===== config.mk =====
export PLATFORM = sky130hd
export DESIGN_NAME = uart_rx_ctrl
export DESIGN_NICKNAME = d
export VERILOG_FILES = /design/src/rtl/uart_pkg.sv /design/src/rtl/uart_sync_fifo.sv /design/src/rtl/uart_rx_ctrl.sv
export SDC_FILE = /design/constraint.sdc
export NUM_CORES = 1
export LEC_CHECK = 0
export CAP_MARGIN = 20
export CORE_MARGIN = 8
export CORE_UTILIZATION = 40
export DETAILED_ROUTE_END_ITERATION = 12
export PLACE_DENSITY = 0.61
export SYNTH_ARGS = -nofsm -noshare
export SYNTH_HDL_FRONTEND = slang
export SYNTH_SLANG_ARGS = --single-unit

===== constraint.sdc =====
create_clock -name clk_i -period 2.09 [get_ports clk_i]
set_input_delay 0.209 -clock clk_i [delete_from_list [all_inputs] [get_ports clk_i]]
set_output_delay 0.209 -clock clk_i [all_outputs]
set_load 0.01 [all_outputs]

===== src/rtl/uart_pkg.sv =====
// rtl/uart_pkg.sv - shared FSM encoding and constants for the UART receive controller
package uart_pkg;

  typedef enum logic [1:0] {
    RXC_IDLE    = 2'd0,
    RXC_CAPTURE = 2'd1,
    RXC_ERR_CLR = 2'd2,
    RXC_SETTLE  = 2'd3
  } uart_rx_ctrl_e;

  localparam logic [7:0] ERR_CNT_MAX = 8'hFF;

endpackage


===== src/rtl/uart_sync_fifo.sv =====
// rtl/uart_sync_fifo.sv - first-word fall-through synchronous FIFO with flush
// Push is accepted when full only if a pop happens in the same cycle.
module uart_sync_fifo #(
  parameter int DATA_WIDTH = 8,
  parameter int FIFO_DEPTH = 4,
  localparam int LVL_W = $clog2(FIFO_DEPTH) + 1,
  localparam int PTR_W = $clog2(FIFO_DEPTH)
) (
  input  logic                  clk_i,
  input  logic                  rst_i,
  input  logic                  push_i,
  input  logic [DATA_WIDTH-1:0] data_i,
  input  logic                  pop_i,
  input  logic                  flush_i,
  output logic [DATA_WIDTH-1:0] data_o,
  output logic                  full_o,
  output logic                  empty_o,
  output logic [LVL_W-1:0]      level_o
);

  logic [DATA_WIDTH-1:0] mem_q [FIFO_DEPTH];
  logic [PTR_W-1:0]      wr_ptr_q;
  logic [PTR_W-1:0]      rd_ptr_q;
  logic [LVL_W-1:0]      level_q;
  logic                  push_en;
  logic                  pop_en;

  assign empty_o = (level_q == '0);
  assign full_o  = (level_q == LVL_W'(FIFO_DEPTH));
  assign pop_en  = pop_i & ~empty_o;
  assign push_en = push_i & (~full_o | pop_en);
  assign data_o  = mem_q[rd_ptr_q];
  assign level_o = level_q;

  // Storage is reset so the head word reads 0 out of reset.
  always_ff @(posedge clk_i or posedge rst_i) begin
    if (rst_i) begin
      wr_ptr_q <= '0;
      rd_ptr_q <= '0;
      level_q  <= '0;
      for (int i = 0; i < FIFO_DEPTH; i++) mem_q[i] <= '0;
    end else if (flush_i) begin
      wr_ptr_q <= '0;
      rd_ptr_q <= '0;
      level_q  <= '0;
    end else begin
      if (push_en) begin
        mem_q[wr_ptr_q] <= data_i;
        wr_ptr_q        <= wr_ptr_q + 1'b1;
      end
      if (pop_en) rd_ptr_q <= rd_ptr_q + 1'b1;
      if (push_en && !pop_en) level_q <= level_q + 1'b1;
      else if (pop_en && !push_en) level_q <= level_q - 1'b1;
    end
  end

endmodule


===== src/rtl/uart_rx_ctrl.sv =====
// rtl/uart_rx_ctrl.sv - services UART receiver flags, drops errored words, buffers good ones
// Optional error counter built when UART_RX_CTRL_ERR_CNT_EN is defined.
module uart_rx_ctrl
  import uart_pkg::*;
#(
  parameter int DATA_WIDTH = 8,
  parameter int FIFO_DEPTH = 4,
  localparam int LVL_W = $clog2(FIFO_DEPTH) + 1
) (
  input  logic                  clk_i,
  input  logic                  rst_i,
  input  logic                  rx_data_rdy_i,
  input  logic                  rx_data_err_i,
  input  logic [DATA_WIDTH-1:0] rx_data_i,
  output logic                  rx_data_rdy_clr_o,
  output logic                  rx_data_err_clr_o,
  output logic [DATA_WIDTH-1:0] m_data_o,
  output logic                  m_valid_o,
  input  logic                  m_ready_i,
  input  logic                  flush_i,
  output logic [LVL_W-1:0]      fifo_level_o,
  output logic                  overrun_o,
  input  logic                  overrun_clr_i,
  output logic [7:0]            err_cnt_o
);

  uart_rx_ctrl_e state_q, state_d;
  logic          drop_q;
  logic          overrun_q;
  logic          capture;
  logic          push;
  logic          pop;
  logic          lost;
  logic          fifo_full;
  logic          fifo_empty;

  always_ff @(posedge clk_i or posedge rst_i) begin
    if (rst_i) state_q <= RXC_IDLE;
    else       state_q <= state_d;
  end

  // SETTLE gives the receiver an edge to drop its flag before IDLE samples again.
  always_comb begin
    state_d           = state_q;
    rx_data_rdy_clr_o = 1'b0;
    rx_data_err_clr_o = 1'b0;
    case (state_q)
      RXC_IDLE: begin
        if (rx_data_err_i)      state_d = RXC_ERR_CLR;
        else if (rx_data_rdy_i) state_d = RXC_CAPTURE;
      end
      RXC_CAPTURE: begin
        rx_data_rdy_clr_o = 1'b1;
        state_d           = RXC_SETTLE;
      end
      RXC_ERR_CLR: begin
        rx_data_err_clr_o = 1'b1;
        state_d           = RXC_SETTLE;
      end
      RXC_SETTLE: state_d = RXC_IDLE;
      default:    state_d = RXC_IDLE;
    endcase
  end

  assign capture   = (state_q == RXC_CAPTURE);
  assign pop       = ~fifo_empty & m_ready_i;
  assign push      = capture & ~drop_q & (~fifo_full | pop);
  assign lost      = capture & ~drop_q & fifo_full & ~pop & ~flush_i;
  assign m_valid_o = ~fifo_empty;
  assign overrun_o = overrun_q;

  always_ff @(posedge clk_i or posedge rst_i) begin
    if (rst_i) begin
      drop_q    <= 1'b0;
      overrun_q <= 1'b0;
    end else begin
      if (flush_i)                    drop_q <= 1'b0;
      else if (state_q == RXC_ERR_CLR) drop_q <= 1'b1;
      else if (capture)               drop_q <= 1'b0;
      if (lost)               overrun_q <= 1'b1;
      else if (overrun_clr_i) overrun_q <= 1'b0;
    end
  end

`ifdef UART_RX_CTRL_ERR_CNT_EN
  logic [7:0] err_cnt_q;

  always_ff @(posedge clk_i or posedge rst_i) begin
    if (rst_i) err_cnt_q <= 8'd0;
    else if (state_q == RXC_ERR_CLR && err_cnt_q != ERR_CNT_MAX) err_cnt_q <= err_cnt_q + 8'd1;
  end

  assign err_cnt_o = err_cnt_q;
`else
  assign err_cnt_o = 8'd0;
`endif

  uart_sync_fifo #(
    .DATA_WIDTH (DATA_WIDTH),
    .FIFO_DEPTH (FIFO_DEPTH)
  ) u_fifo (
    .clk_i   (clk_i),
    .rst_i   (rst_i),
    .push_i  (push),
    .data_i  (rx_data_i),
    .pop_i   (pop),
    .flush_i (flush_i),
    .data_o  (m_data_o),
    .full_o  (fifo_full),
    .empty_o (fifo_empty),
    .level_o (fifo_level_o)
  );

endmodule

==> impl_metrics.tcl <==
set metrics [dict create \
    gr-total-overflow 0 \
    rsz0062_at_grt "no" \
    diodes 0 \
    dr.max_layer_used "met4" \
    drt_wl_total_microns 4500 \
    wl_met2_microns 2260 \
    met3_wirelength_microns 193 \
    clockPowerShare_pct 19.6 \
    worstSetupEndpointType "register" \
    hpwlAfterDp_microns 3290 \
    grt_pass1_vias 1560 \
    fin_nets 234 \
    p_seq_share_pct 38.9 \
    fin_setup_tns_ns 0 \
    clkSinkCount 43 \
    avgSynthCellArea_sq_um 13.0 \
    r2r_start "u_fifo.level_o[0]$_DFFE_PP0P_" \
    clk_pin_slew_worst_paths_ns 0.08 \
    pwr-share-comb_pct 41.5 \
    drt-met1-wl_microns 1940 \
    dieArea_sq_um 8220 \
    synthAdderAreaFrac_pct 5.39 \
    synthCells 171 \
    maxSlewHeadroom_pct 64.2 \
    htree_levels 2 \
    synth_compound_area_share_pct 5.05 \
    swShare_pct 31.4 \
    grt_max_degree 44 \
    intPower_mw 2.26 \
    worstSetupStartpointType "register" \
    skew_ns 0.00787 \
    clk_latency_ns 0.30 \
    wl_per_cell_microns 15.9 \
    setup.worst_path.start "u_fifo.level_o[0]$_DFFE_PP0P_" \
    ctsHoldBuffers 0 \
    setup-violations-final 0 \
    fp.dieH_microns 90.6 \
    layout_common_cells "43 x dfrtp_1, 29 x mux2_2, 20 x clkdlybuf4s50_1" \
    peakVddDrop_uv 533 \
    synth_cell_types 36 \
    reg2regPathDepth 6 \
    timing.critical_path.to "u_fifo.level_o[1]$_DFFE_PP0P_" \
    worstPathMaxFanout 5 \
    drv_slew 0 \
    cp.arrival_ns 2.19 \
    core_sq_um 5440 \
    synth_mux_area_share_pct 25.0 \
    reg2reg_to "u_fifo.level_o[1]$_DFFE_PP0P_" \
    synth_seq_cells 43 \
    area_delta_synth_final_pct 24.0 \
    synth_top_family_by_area "multiplexers" \
    max_freq_mhz 510 \
    tightest_slew_ns 0.537 \
    cellPowerDensity_nw_per_um2 1190 \
    synthSimpleGateAreaFrac_pct 8.87 \
    drt_iter0_drc 30 \
    vias 1390 \
    numCtsBuffers 5 \
    rrSetupSlack_ns 0.13 \
    synth-async-reset-ratio_pct 100 \
    clk_path_buf_depth 2 \
    p_leak_nw 1.36 \
    critPathKind "reg2reg" \
    start_util_pct 41.0 \
    die_w_microns 90.6 \
    antenna_found_initial 0 \
    hold_violations 0 \
    grtUsageTotal_pct 11.5 \
    synth_flop_cell "dfrtp_1" \
    hp-class "in2async" \
    finalCritPeriodShare_pct 93.8 \
    firstDrtPassIters 4 \
    grt_pass1_wl_microns 7550 \
    synth_edf_count 0 \
    io_buffers 29 \
    post-route-min-period_ns 1.96 \
    power.switching_mw 1.03 \
    layout_commonest_cell "dfrtp_1" \
    cts_tree "built" \
    seq_area_frac_synth_pct 48.3 \
    gp_congestion 0.827 \
    cp.required_ns 2.33 \
    status "finished, final reports clean" \
    drive_gt1_share_pct 31.3 \
    rows 27 \
    drc 0 \
    syn-cell-area_sq_um 2230 \
    ys.warnings.count 0 \
    final_antenna_net_count 0 \
    maxCapViolCount 0 \
    pin_count 38 \
    synth-xor-area-share_pct 1.57 \
    cts_root_buf "clkbuf_8" \
    vias_per_cell 4.91 \
    power_mw 3.29 \
]
worst max-delay path, cell delays in order (launching register included):
cell,delay (ns)
dfrtp_1,0.42
o21ai_0,0.33
nand2_1,0.09
nor2_1,0.14
fa_1,0.44
a2111oi_0,0.30
a31o_2,0.17
sequential cells by signal, indices dropped and copies added, names as in the netlist:
name	flops
u_fifo.mem_q	32
drop_q	1
u_fifo.rd_ptr_q	2
state_q	2
u_fifo.wr_ptr_q	2
overrun_o	1
u_fifo.level_o	3
synth_stat cells, drive strengths merged, types with 2 or more instances:
master	number	area share [%]
a21oi	5	1.1
buf	12	3.5
clkbuf	2	0.39
dfrtp	43	48
ha	8	4.5
inv	10	1.7
mux2	32	17
mux4	8	8.1
nand2	11	3.2
nand2b	2	0.56
nor2	11	1.9
nor2b	2	0.56
o21ai	6	1.3
xor2	3	1.2
layout make-up:
class / count / area, sq um
Inverter: 10 / 37.5
Fill cell: 467 / 2680
Clock buffer: 5 / 68.8
Clock inverter: 3 / 43.8
Sequential cell: 43 / 1080
Tap cell: 72 / 90.1
Multi-Input combinational cell: 111 / 1050
Timing Repair Buffer: 39 / 393
routing by layer:
metal | global-route usage (%) | vias up
met5 | 0 | -
met4 | 5.13 | 0
met3 | 3.99 | 11
met2 | 19.1 | 30
met1 | 13.0 | 695
li1 | - | 654
stage by stage:
stage	worst slack [ns]	util [%]	cells	area [sq um]	hold slack, ns
2_1_floorplan	0.152	-	178	2250	0.316
3_3_place_gp	0.150	48.3	274	2630	0.476
3_5_place_dp	0.0821	48.3	274	2630	0.491
4_1_cts	0.00428	50.5	283	2750	0.355
5_1_grt	0.0136	50.8	283	2760	0.409
6_report	0.131	50.8	283	2760	0.339
what timing repair did:
action | 4_1_cts | 5_1_grt
resized for setup | 2 | 7
setup endpoints to repair | 9 | 7
setup buffers | 1 | 0
gates cloned | 0 | 0
worst min path at each step:
| stage | start | endpoint |
|---|---|---|
| 6_report | rst_i | u_fifo.mem_q[26]$_DFFE_PP0P_ |
| 5_1_grt | rst_i | u_fifo.mem_q[27]$_DFFE_PP0P_ |
| 4_1_cts | rst_i | u_fifo.level_o[0]$_DFFE_PP0P_ |
| 3_5_place_dp | u_fifo.mem_q[2]$_DFFE_PP0P_ | u_fifo.mem_q[2]$_DFFE_PP0P_ |
| 3_3_place_gp | u_fifo.mem_q[8]$_DFFE_PP0P_ | u_fifo.mem_q[8]$_DFFE_PP0P_ |
| 2_1_floorplan | overrun_clr_i | overrun_o$_DFFE_PP0P_ |
kinds of logic after synthesis:
group                      count (synthesis)
and+or+nand+nor                           31
AOI/OAI and AO/OA                         18
adders and majority gates                  9
buffers and inverters                     24
xor gates and xnor gates                   4
DFF                                       43
muxes                                     41
other                                      1
power groups by stage:
stage	Clock, mW	Sequential, mW	Combinational, mW
2_1_floorplan	0	1.24	0.918
5_1_grt	0.700	1.32	1.49
3_3_place_gp	0	1.28	1.35
4_1_cts	0.672	1.28	1.42
3_5_place_dp	0	1.30	1.42
6_report	0.644	1.28	1.37
No activity file was read; power rests on OpenSTA's default activity.
